File: config.mk
export PLATFORM = sky130hd
export DESIGN_NAME = vga_sync_gen
export DESIGN_NICKNAME = d
export VERILOG_FILES = /design/src/rtl/vga_sync_gen.sv
export SDC_FILE = /design/constraint.sdc
export NUM_CORES = 1
export LEC_CHECK = 0
export CAP_MARGIN = 20
export CORE_MARGIN = 2
export CORE_UTILIZATION = 35
export CTS_CLUSTER_SIZE = 16
export DETAILED_ROUTE_END_ITERATION = 12
export HOLD_SLACK_MARGIN = 0.06
export PLACE_DENSITY = 0.59
export SETUP_SLACK_MARGIN = 0.5
export SLEW_MARGIN = 20
export SYNTH_ARGS = -nofsm -noshare
export SYNTH_HDL_FRONTEND = slang
export SYNTH_SLANG_ARGS = --single-unit
File: constraint.sdc
create_clock -name clk_50m -period 3.24 [get_ports clk_50m]
set_input_delay 0.648 -clock clk_50m [delete_from_list [all_inputs] [get_ports clk_50m]]
set_output_delay 0.648 -clock clk_50m [all_outputs]
set_load 0.01 [all_outputs]
File: src/rtl/vga_sync_gen.sv
// VGA 640x480@60 timing generator running on the 50 MHz clock with an internal
// one-in-two pixel tick; sync/blank flags are registered alongside the counters.
module vga_sync_gen #(
    parameter int H_VISIBLE = 640,
    parameter int H_FRONT   = 16,
    parameter int H_SYNC    = 96,
    parameter int H_BACK    = 48,
    parameter int V_VISIBLE = 480,
    parameter int V_FRONT   = 10,
    parameter int V_SYNC    = 2,
    parameter int V_BACK    = 33
) (
    input  logic       clk_50m,
    input  logic       rst,
    output logic       pix_tick,
    output logic [9:0] pixel_x,
    output logic [9:0] pixel_y,
    output logic       hsync,
    output logic       vsync,
    output logic       video_on,
    output logic       frame_start
);

    // Totals must fit the 10-bit counters (at most 1024 each).
    localparam int H_TOTAL = H_VISIBLE + H_FRONT + H_SYNC + H_BACK;
    localparam int V_TOTAL = V_VISIBLE + V_FRONT + V_SYNC + V_BACK;

    localparam logic [9:0]  H_LAST   = 10'(H_TOTAL - 1);
    localparam logic [9:0]  V_LAST   = 10'(V_TOTAL - 1);
    // 11-bit bounds so a sync pulse ending exactly at 1024 still compares correctly.
    localparam logic [10:0] H_VIS_END = 11'(H_VISIBLE);
    localparam logic [10:0] HS_START  = 11'(H_VISIBLE + H_FRONT);
    localparam logic [10:0] HS_END    = 11'(H_VISIBLE + H_FRONT + H_SYNC);
    localparam logic [10:0] V_VIS_END = 11'(V_VISIBLE);
    localparam logic [10:0] VS_START  = 11'(V_VISIBLE + V_FRONT);
    localparam logic [10:0] VS_END    = 11'(V_VISIBLE + V_FRONT + V_SYNC);

    logic [9:0]  x_next;
    logic [9:0]  y_next;
    logic [10:0] x_next_w;
    logic [10:0] y_next_w;
    logic        frame_wrap;

    always_comb begin
        x_next     = pixel_x;
        y_next     = pixel_y;
        frame_wrap = 1'b0;
        if (pix_tick) begin
            if (pixel_x == H_LAST) begin
                x_next = '0;
                if (pixel_y == V_LAST) begin
                    y_next     = '0;
                    frame_wrap = 1'b1;
                end else begin
                    y_next = pixel_y + 10'd1;
                end
            end else begin
                x_next = pixel_x + 10'd1;
            end
        end
        x_next_w = {1'b0, x_next};
        y_next_w = {1'b0, y_next};
    end

    // Flags are derived from the next counter values so they line up with
    // pixel_x/pixel_y in the same cycle.
    always_ff @(posedge clk_50m) begin
        if (rst) begin
            pix_tick    <= 1'b0;
            pixel_x     <= '0;
            pixel_y     <= '0;
            hsync       <= 1'b1;
            vsync       <= 1'b1;
            video_on    <= 1'b0;
            frame_start <= 1'b0;
        end else begin
            pix_tick    <= ~pix_tick;
            pixel_x     <= x_next;
            pixel_y     <= y_next;
            hsync       <= !((x_next_w >= HS_START) && (x_next_w < HS_END));
            vsync       <= !((y_next_w >= VS_START) && (y_next_w < VS_END));
            video_on    <= (x_next_w < H_VIS_END) && (y_next_w < V_VIS_END);
            frame_start <= frame_wrap;
        end
    end

endmodule

== After elaboration in Yosys (flattened, before gate mapping) ==
Index checks and enable logic that the tools add are counted.
W data, S select, Z words.

* Bitwise operators: 2
* Reductions and logical operators: 6
* $add $sub $neg: 2
* Eq/ne operators: 2
* Mux-type cells: 6
* Order comparisons: 6

{| class="wikitable"
|+ Operator list
! cell !! count
|-
| $mux W10 || 5
|-
| $add A10 B1 Y10 const B || 2
|-
| $eq A10 B10 Y1 const B || 2
|-
| $lt A10 B10 Y1 const B || 2
|-
| $lt A10 B9 Y1 const B || 2
|-
| $ge A10 B10 Y1 const B || 1
|-
| $ge A10 B9 Y1 const B || 1
|-
| $logic_and A1 B1 Y1 || 3
|-
| $reduce_or A3 Y1 || 1
|-
| $logic_not A1 Y1 || 2
|-
| $not A1 Y1 || 2
|-
| $mux W1 || 1
|}

* Bits of input ports: 2
* Flip-flop bits (word level): 25
* Logic and storage cells: 31
* Output and inout bits: 25

== Longest topological paths before layout ==
Gate-level depths: netlist (run 1).

* Depth in word-level cells: 7
* Depth in mapped cells: 8
* Gate-level depth less buffers: 7

== Worst setup path after synthesis (run 1) ==
Ideal clock, no wire load.

* Path type: reg-to-reg
* Start point: register pix_tick
* End point: register hsync
* Library setup time: 0.134 ns
* Stages on the path, launching flop included: 8
* Period minus slack after synthesis: 1.879 ns
* Setup slack: 1.361 ns
* Arrival time: 1.745 ns
* Required time: 3.106 ns
* Buffers on the path: 2
* Cell sequence: dfxtp_1 -> buf_2 -> and3_1 -> clkbuf_1 -> a21boi_0 -> a311oi_2 -> o21ai_1 -> or4b_1

* Cells in the longest elaborated chain, start to end: 4
* Elaborated cells between the ends (all ways): 5
* Those cells by class: order compare (2); mux (1); reduce/logical (2)

{| class="wikitable"
|+ Ends and longest elaborated chain
! element !! RTL line !! RTL
|-
| start, declared || 15 || <nowiki>output logic pix_tick,</nowiki>
|-
| start signal, assigned || 77 || <nowiki>pix_tick <= ~pix_tick;</nowiki>
|-
| $mux W10 (*) || 48 || <nowiki>if (pix_tick) begin</nowiki>
|-
| $ge A10 B10 Y1 or $lt A10 B10 Y1 (tied branches) || 80 || <nowiki>hsync <= !((x_next_w >= HS_START) && (x_next_w < HS_END));</nowiki>
|-
| $logic_and A1 B1 Y1 (*) || 80 ||
|-
| $logic_not A1 Y1 (*) || 80 ||
|-
| end signal, assigned || 80 ||
|-
| end, declared || 18 || <nowiki>output logic hsync,</nowiki>
|}

Mark *: on every way between the ends. The rest lies on a longest branch, timed or not.
A chain may end at the register's enable or synchronous reset.

== Worst setup path after layout (run 1) ==
* Start point: register pixel_x[5]
* End point: register video_on

* Cells in the longest elaborated chain, start to end: 5
* Elaborated cells between the ends (all ways): 9
* Those cells by class: add/sub (1); order compare (2); eq/ne (1); mux (4); reduce/logical (1)

{| class="wikitable"
|+ Ends and longest elaborated chain
! element !! RTL line !! RTL
|-
| start, declared || 16 || <nowiki>output logic [9:0] pixel_x,</nowiki>
|-
| start signal, assigned || 78 || <nowiki>pixel_x <= x_next;</nowiki>
|-
| $add A10 B1 Y10 or $eq A10 B10 Y1 (tied branches) || 58, 49 ||
|-
| $mux W10 || 49 || <nowiki>if (pixel_x == H_LAST) begin</nowiki>
|-
| $mux W10 || 48 ||
|-
| $lt A10 B10 Y1 or $lt A10 B9 Y1 (tied branches) || 82 || <nowiki>video_on <= (x_next_w < H_VIS_END) && (y_next_w < V_VIS_END);</nowiki>
|-
| $logic_and A1 B1 Y1 (*) || 82 ||
|-
| end signal, assigned || 82 ||
|-
| end, declared || 20 || <nowiki>output logic video_on,</nowiki>
|}

Marked as above.

==> impl_metrics.tcl, run 1 <==
set metrics [dict create \
    status "finished clean" \
    netlist_area_mm2 0.00136 \
    cts_root_buf "clkbuf_8" \
    die_h_um 66.3 \
    powerDensity_mw_per_mm2 323 \
    cts_setup_buffers 0 \
    cp.depth 5 \
    drive_above_1_share_pct 6.25 \
    path_clk_slew_ns 0.10 \
    grt_use_total_pct 15.1 \
    grt_start_max_net_pins 16 \
    critPathLaunchType "register" \
    place_congestion 0.783 \
    p_seq_share_pct 59.1 \
    ys_warn_count 0 \
    worstMarginPinSlew_ns 0.566 \
    hold_buffers 0 \
    grtUsageMet1_pct 22.0 \
    cp_data_arrival_time_ns 2.34 \
    vias_per_cell 5.33 \
    rsz0062_at_grt "false" \
    top_usage_layer "met2" \
    synth_cell_types 43 \
    post-route-util_pct 45.4 \
    initial_core_util_pct 36.8 \
    io_buffers 26 \
    cts-resized-gates 0 \
    worstHoldPathCells 2 \
    fin_tns_setup_ns 0 \
    grt_first_pass_wirelength_mm 5.23 \
    final_max_slew_viol_count 0 \
    cts_max_path_buffers 2 \
    cp_slowest_cell "nor4b_4" \
    clk_latency_ns 0.27 \
    slew_headroom_pct 62.1 \
    yosysMostFrequentCell "dfxtp_1" \
    critPathBufInv 0 \
    rows 22 \
    fill_cells 386 \
    p_sw_share_pct 23.4 \
    cts.sinks 25 \
    max_stage_delay_ns 0.45 \
    power_frac_comb_pct 5.4 \
    p_total_mw 0.540 \
    hpwl_mm 2.29 \
    numCtsBuffers 3 \
    ys_seq_elements 25 \
    ir_drop_mv 0.141 \
    synthTopCellsByCount "dfxtp_1, nor2_1, nand2_1, nor3_1, xnor2_1" \
    die_w_um 66.3 \
    postSynthCellCount 154 \
    r2r_cells 5 \
    synth_area_per_cell_um2 8.81 \
    drt_iter0_drc 41 \
    cp_cell_sequence "nor4b_4 > nand4_1 > nor3_1 > xor2_1 > a2111oi_2" \
    hold_violations 0 \
    syn_nets 159 \
    ios 27 \
    placed_area_mm2 0.00163 \
    drv_cap 0 \
    core_area_mm2 0.00369 \
    grt_pass1_vias 1101 \
    critical_path_class "reg2reg" \
    drt-pass1-iter-count 4 \
    period_share_pct 67.1 \
    crit_start "pixel_x[5]" \
    fin_area_mm2 0.00167 \
    r2r_slack_ns 1.07 \
    p_int_mw 0.414 \
    cts_tree "done" \
    synth_top_area_cell "dfxtp_1" \
    hp-start "pixel_y[7]" \
    yosysSeqAreaShare_pct 36.9 \
    synthTopCellsByArea "dfxtp_1, xnor2_1, nor2_1" \
    met3_usage_pct 2.39 \
    wl_per_cell_um 13.9 \
    synth_edf_count 0 \
    p_sw_mw 0.126 \
    crit_family "simple AND/OR/NAND/NOR gates" \
    grt.overflow.total 0 \
    antenna_left 0 \
    syn2layout_area_growth_pct 23.4 \
    r2r_start "pixel_x[5]" \
    synth_top_area_share_pct 36.9 \
    synthFlopType "dfxtp_1" \
    totalWireLength_mm 3.11 \
    worstHoldPathType "reg2reg" \
    setup_viol 0 \
    worstPathRequired_ns 3.41 \
    async_reset_ff_share_pct 0 \
    fp.dieArea_mm2 0.00439 \
    p_leak_nw 0.539 \
    diodes 0 \
    drc 0 \
    fin_nets 182 \
    gr-usage-met2_pct 22.6 \
    skew_ns 0.00927 \
    period_needed_ns 2.17 \
    ctsHtreeMaxLevel 1 \
    path_max_fanout 8 \
    grt_antenna_before_repair 0 \
    pwr-share-clk_pct 35.5 \
    endpoint_kind "register" \
    via_count 1193 \
    max_clock_freq_mhz 460 \
]
-- power groups by stage --
stage,logic (mW),clock network [mW],registers [mW]
floorplan,0.0153,0,0.326
global placement,0.0289,0,0.326
detailed placement,0.0292,0,0.326
CTS,0.0293,0.193,0.319
global route,0.0318,0.208,0.321
finish,0.0290,0.192,0.319
-- through the flow --
stage	worst slack [ns]	instances	hold slack (ns)
detailed placement	0.888	220	0.531
finish	1.07	224	0.546
floorplan	1.36	154	0.533
CTS	1.05	224	0.544
global placement	1.01	220	0.520
global route	0.864	224	0.593
-- per-layer routing --
metal | vias up | wire length, um | share of wire, %
li1 | 608 | - | -
met1 | 553 | 1590 | 51
met2 | 30 | 1360 | 44
met3 | 2 | 134 | 4.3
met4 | 0 | 19 | 0.61
met5 | - | 0 | 0
-- layout by cell type, fill, tap and decap left out, types with 2 or more instances in the layout --
cell / count
a21oi_1: 7
a311oi_2: 2
and2_1: 3
and3_1: 4
clkbuf_8: 3
clkdlybuf4s50_1: 26
dfxtp_1: 25
ha_1: 3
inv_1: 5
mux2i_1: 2
nand2_1: 12
nand3_1: 7
nand4_1: 6
nand4b_1: 3
nor2_1: 13
nor3_1: 8
nor4_1: 3
nor4b_1: 2
o21ai_0: 5
o21ai_1: 2
or3_1: 3
xnor2_1: 8
xor2_1: 5
-- state kept, by name, indices dropped and copies added (netlist names) --
signal	count
frame_start	1
hsync	1
pix_tick	1
pixel_x	10
pixel_y	10
video_on	1
vsync	1
-- area by class of cell --
class	instances	area (um^2)	area share, %
sequential	25	500	29.9
multi-input combinational	116	786	46.9
clock inverter	1	7.51	0.448
timing repair buffer	26	260	15.5
clock buffer	3	41.3	2.47
tap	48	60.1	3.59
inverter	5	18.8	1.12
-- tightest hold or removal path, cell delays in order (launching register included) --
cell	delay [ns]
dfxtp_1	0.36
o21ai_0	0.08
a21oi_1	0.06
-- cell families (layout without fill, tap and decap cells) --
| logic type | after synthesis | after routing | share of synthesized area (%) |
|---|---|---|---|
| buffers and inverters | 13 | 35 | 5.17 |
| multiplexers | 2 | 2 | 1.48 |
| AND/OR/NAND/NOR | 73 | 73 | 31.5 |
| flip-flops | 25 | 25 | 36.9 |
| XOR/XNOR | 13 | 13 | 8.39 |
| adder cells (fa/ha/maj) | 3 | 3 | 2.77 |
| AO/OA/AOI/OAI | 25 | 25 | 13.8 |
-- final timing paths --
check                to
max            video_on
min          pixel_y[7]
max reg2reg    video_on
min reg2reg  pixel_y[7]
(Power assumes the default switching activity.)
==> run 2: changes to the inputs <==
PLACE_DENSITY = 0.61   (was 0.59)
clock period = 1.9 ns   (was 3.24 ns; I/O delays follow)
==> impl_metrics.tcl, run 2 (synthesized netlist as in run 1, its figures left out) <==
set metrics [dict create \
    critPathLaunchType "register" \
    cts_max_path_buffers 2 \
    path_clk_slew_ns 0.09 \
    final_cell_mix "buf_4, dlygate4sd2_1, dfxtp_2" \
    io_buffers 26 \
    grt_start_max_net_pins 15 \
    hold_buffers 0 \
    powerDensity_mw_per_mm2 454 \
    final_max_slew_viol_count 0 \
    post-route-util_pct 55.9 \
    path_max_fanout 5 \
    worstPathRequired_ns 2.07 \
    rsz0062_at_grt "true" \
    worstHoldPathType "reg2reg" \
    ir_drop_mv 0.288 \
    clk_latency_ns 0.27 \
    place_congestion 0.854 \
    grt_pass1_vias 1356 \
    via_count 1363 \
    cp_data_arrival_time_ns 1.99 \
    power_frac_comb_pct 8.8 \
    period_needed_ns 1.83 \
    fin_area_mm2 0.00206 \
    grt.overflow.total 0 \
    drv_cap 0 \
    fin_cells 252 \
    p_total_mw 0.936 \
    status "finished clean" \
    core_area_mm2 0.00369 \
    ctsHtreeMaxLevel 1 \
    cts_root_buf "clkbuf_8" \
    p_sw_share_pct 23.6 \
    numCtsBuffers 3 \
    dp.cells 239 \
    syn2layout_area_growth_pct 52.1 \
    p_int_mw 0.715 \
    grt_use_total_pct 17.4 \
    drt-pass1-iter-count 4 \
    pwr-share-clk_pct 34.1 \
    p_sw_mw 0.221 \
    placed_area_mm2 0.00179 \
    rows 22 \
    p_leak_nw 0.825 \
    die_h_um 66.3 \
    cts.sinks 25 \
    critical_path_class "reg2reg" \
    ios 27 \
    grt_first_pass_wirelength_mm 6.07 \
    antenna_left 0 \
    final_common_cell "buf_4" \
    die_w_um 66.3 \
    setup_viol 0 \
    fill_cells 365 \
    endpoint_kind "register" \
    grt_antenna_before_repair 0 \
    reg_top3 "pixel_x: 10 flops, pixel_y: 10 flops" \
    slew_headroom_pct 74.8 \
    worstMarginPinSlew_ns 0.375 \
    skew_ns 0.00677 \
    wl_per_cell_um 14.9 \
    vias_per_cell 5.41 \
    fin_nets 210 \
    initial_core_util_pct 36.8 \
    drive_above_1_share_pct 47.1 \
    hold_violations 0 \
    period_share_pct 96.2 \
    hpwl_mm 2.64 \
    diodes 0 \
    drc 0 \
    totalWireLength_mm 3.76 \
    p_seq_share_pct 57.0 \
    drt_iter0_drc 68 \
    cts_tree "done" \
    fp.dieArea_mm2 0.00439 \
    max_clock_freq_mhz 547 \
]
-- run 2: worst paths after layout --
| kind | startpoint | to | slack [ns] | cells past startpoint |
|---|---|---|---|---|
| min reg2reg | pixel_y[2] | pixel_y[2] | 0.50 | 2 |
| min | pixel_y[2] | pixel_y[2] | 0.50 | 2 |
| max | pixel_x[5] | video_on | 0.07 | 5 |
| max reg2reg | pixel_x[5] | video_on | 0.07 | 5 |
-- run 2: power groups by stage --
stage | Combinational (mW) | Sequential [mW] | Clock [mW]
2_1_floorplan | 0.0274 | 0.555 | 0
3_3_place_gp | 0.0750 | 0.549 | 0
3_5_place_dp | 0.0759 | 0.549 | 0
4_1_cts | 0.0792 | 0.533 | 0.326
5_1_grt | 0.0908 | 0.534 | 0.348
6_report | 0.0828 | 0.534 | 0.320
-- run 2: repair_timing --
item,in CTS,in global routing
setup buffers,6,3
pin swaps,13,11
endpoints found under the setup margin,45,30
gates resized for setup,71,34
-- run 2: area by class of cell --
| type | count | area, um^2 | area share [%] |
|---|---|---|---|
| Inverter | 5 | 18.8 | 0.910 |
| Timing Repair Buffer | 54 | 470 | 22.8 |
| Tap cell | 48 | 60.1 | 2.91 |
| Sequential cell | 25 | 538 | 26.1 |
| Multi-Input combinational cell | 116 | 930 | 45.1 |
| Clock buffer | 3 | 41.3 | 2.00 |
| Clock inverter | 1 | 5.00 | 0.243 |
-- run 2: layer usage --
metal  share of wire (%)  wire length [um]  global-route usage, %  vias to the layer above
met5                   0                 0                      0                        -
met4                0.67                25                   4.34                        0
met3                 3.1               117                   2.56                        4
met2                  53              1970                   31.9                       30
met1                  44              1640                   21.1                      661
li1                    -                 -                      -                      668
-- run 2: stage by stage --
stage          hold WS, ns  worst slack (ns)  setup TNS (ns)
2_1_floorplan        0.449            0.0450               0
3_3_place_gp         0.518            0.0498               0
3_5_place_dp         0.520           0.00617               0
4_1_cts              0.496            0.0790               0
5_1_grt              0.527          -0.00861         -0.0131
6_report             0.498            0.0730               0
-- run 2: critical path, cell delays in order, from the launching register on --
cell and delay [ns]:
dfxtp_2 0.34, nor4b_4 0.40, nand3_2 0.21, o2111ai_2 0.26, a311oi_2 0.15, a2111oi_2 0.37
==> run 3: changes to the inputs <==
CORE_UTILIZATION = 25   (was 35)
PLACE_DENSITY = 0.47   (was 0.61)
==> impl_metrics.tcl, run 3 (synthesized netlist as in run 1, its figures left out) <==
set metrics [dict create \
    initial_core_util_pct 26.2 \
    top_layer_used "met4" \
    whs_endpoint "pixel_y[2]" \
    worstPathRequired_ns 2.02 \
    rows 26 \
    critPathLaunchType "register" \
    powerDensity_mw_per_mm2 435 \
    syn2layout_area_growth_pct 59.1 \
    placed_area_mm2 0.00180 \
    fp.dieArea_mm2 0.00603 \
    r2r_slack_ns 0.02 \
    grt_use_total_pct 13.4 \
    cp_data_arrival_time_ns 2.01 \
    numCtsBuffers 3 \
    place_congestion 0.863 \
    path_max_fanout 4 \
    fill_cells 499 \
    period_share_pct 99.2 \
    cts_tree "done" \
    worstReg2RegEnd "vsync" \
    cp_cell_sequence "nor4b_4 > buf_4 > nand3_4 > a211o_1 > a311oi_2 > o2111ai_1" \
    dp.cells 259 \
    via_count 1413 \
    wl_met3_um 174 \
    drive_above_1_share_pct 44.8 \
    totalWireLength_mm 3.89 \
    hold_buffers 0 \
    vias_per_cell 5.01 \
    grt.overflow.total 0 \
    fin_cells 282 \
    cts.sinks 25 \
    wl_per_cell_um 13.8 \
    period_needed_ns 1.88 \
    clk_latency_ns 0.27 \
    hold_violations 0 \
    ios 27 \
    cts_root_buf "clkbuf_8" \
    core_area_mm2 0.00517 \
    io_buffers 26 \
    die_w_um 77.7 \
    max_stage_delay_ns 0.37 \
    setup_viol 0 \
    whs_ns 0.526 \
    skew_ns 0.00937 \
    endpoint_kind "register" \
    ctsHtreeMaxLevel 1 \
    drv_cap 0 \
    drc 0 \
    ir_drop_mv 0.343 \
    fin_area_mm2 0.00216 \
    worstHoldPathCells 2 \
    worstHoldPathType "reg2reg" \
    diodes 0 \
    fin_nets 218 \
    worstMarginPinSlew_ns 0.375 \
    final_common_cell "buf_4" \
    final_cell_mix "buf_4, buf_6, dfxtp_2" \
    multi_input_area_um2 903 \
    p_leak_nw 0.880 \
    grt_pass1_vias 1359 \
    hp-start "pixel_y[2]" \
    hpwl_mm 2.71 \
    grt_first_pass_wirelength_mm 6.61 \
    die_h_um 77.7 \
    drt-pass1-iter-count 5 \
    cp_slowest_cell "nor4b_4" \
    rsz0062_at_grt "true" \
    regArea_um2 539 \
    slew_headroom_pct 74.8 \
    reg_top3 "pixel_x: 10 flops, pixel_y: 10 flops" \
    drt_iter0_drc 63 \
    fin_tns_setup_ns 0 \
    r2r_start "pixel_x[7]" \
    path_clk_slew_ns 0.09 \
    antenna_left 0 \
    cts_max_path_buffers 2 \
    grt_start_max_net_pins 15 \
    status "finished clean" \
    post-route-util_pct 41.7 \
    final_max_slew_viol_count 0 \
    grt_antenna_before_repair 0 \
    r2r_cells 6 \
    max_clock_freq_mhz 531 \
    critical_path_class "reg2reg" \
    m1WireLength_mm 1.78 \
    routed-wl-met2_mm 1.89 \
]
-- run 3: final cells by class --
class,count,share of cell area (%)
clock buffer,3,1.91
clock inverter,1,0.232
inverter,5,0.870
multi-input combinational,116,41.9
sequential,25,25.0
tap,70,4.06
timing repair buffer,62,26.1
-- run 3: worst max-delay path: cells and delay by family (launching register included) --
kind	cells	cell delay, ns
compound gates	3	0.74
buf+inv	1	0.18
flops	1	0.35
simple gates	2	0.46
-- run 3: power by group --
| part | switching, mW | internal, mW |
|---|---|---|
| combinational | 0.0410 | 0.0452 |
| clock | 0.171 | 0.147 |
| sequential | 0.00840 | 0.527 |
-- run 3: worst max-delay path by stage --
stage               startpoint       end  depth (start not counted)
CTS                 pixel_x[6]     vsync                          6
finish              pixel_x[7]     vsync                          6
floorplan           pixel_x[5]     hsync                          6
global placement    pixel_x[9]     vsync                          5
global route        pixel_x[7]  video_on                          6
detailed placement  pixel_x[9]     vsync                          5
-- run 3: timing repair --
action | CTS | global route
hold endpoints to repair | 0 | 0
pin swaps | 12 | 7
resized for setup | 81 | 28
endpoints found under the setup margin | 44 | 34
gates cloned | 0 | 0
buffers inserted | 13 | 6
-- run 3: through the flow --
step	total power, mW	setup slack, ns
2_1_floorplan	0.583	0.0450
3_3_place_gp	0.627	-0.0173
3_5_place_dp	0.626	-0.0236
4_1_cts	0.950	0.00275
5_1_grt	0.987	-0.150
6_report	0.939	0.0161
-- run 3: routing by layer --
metal | global-route usage [%] | vias up
li1 | - | 679
met1 | 17.6 | 677
met2 | 22.4 | 51
met3 | 3.02 | 6
met4 | 2.50 | 0
met5 | 0 | -
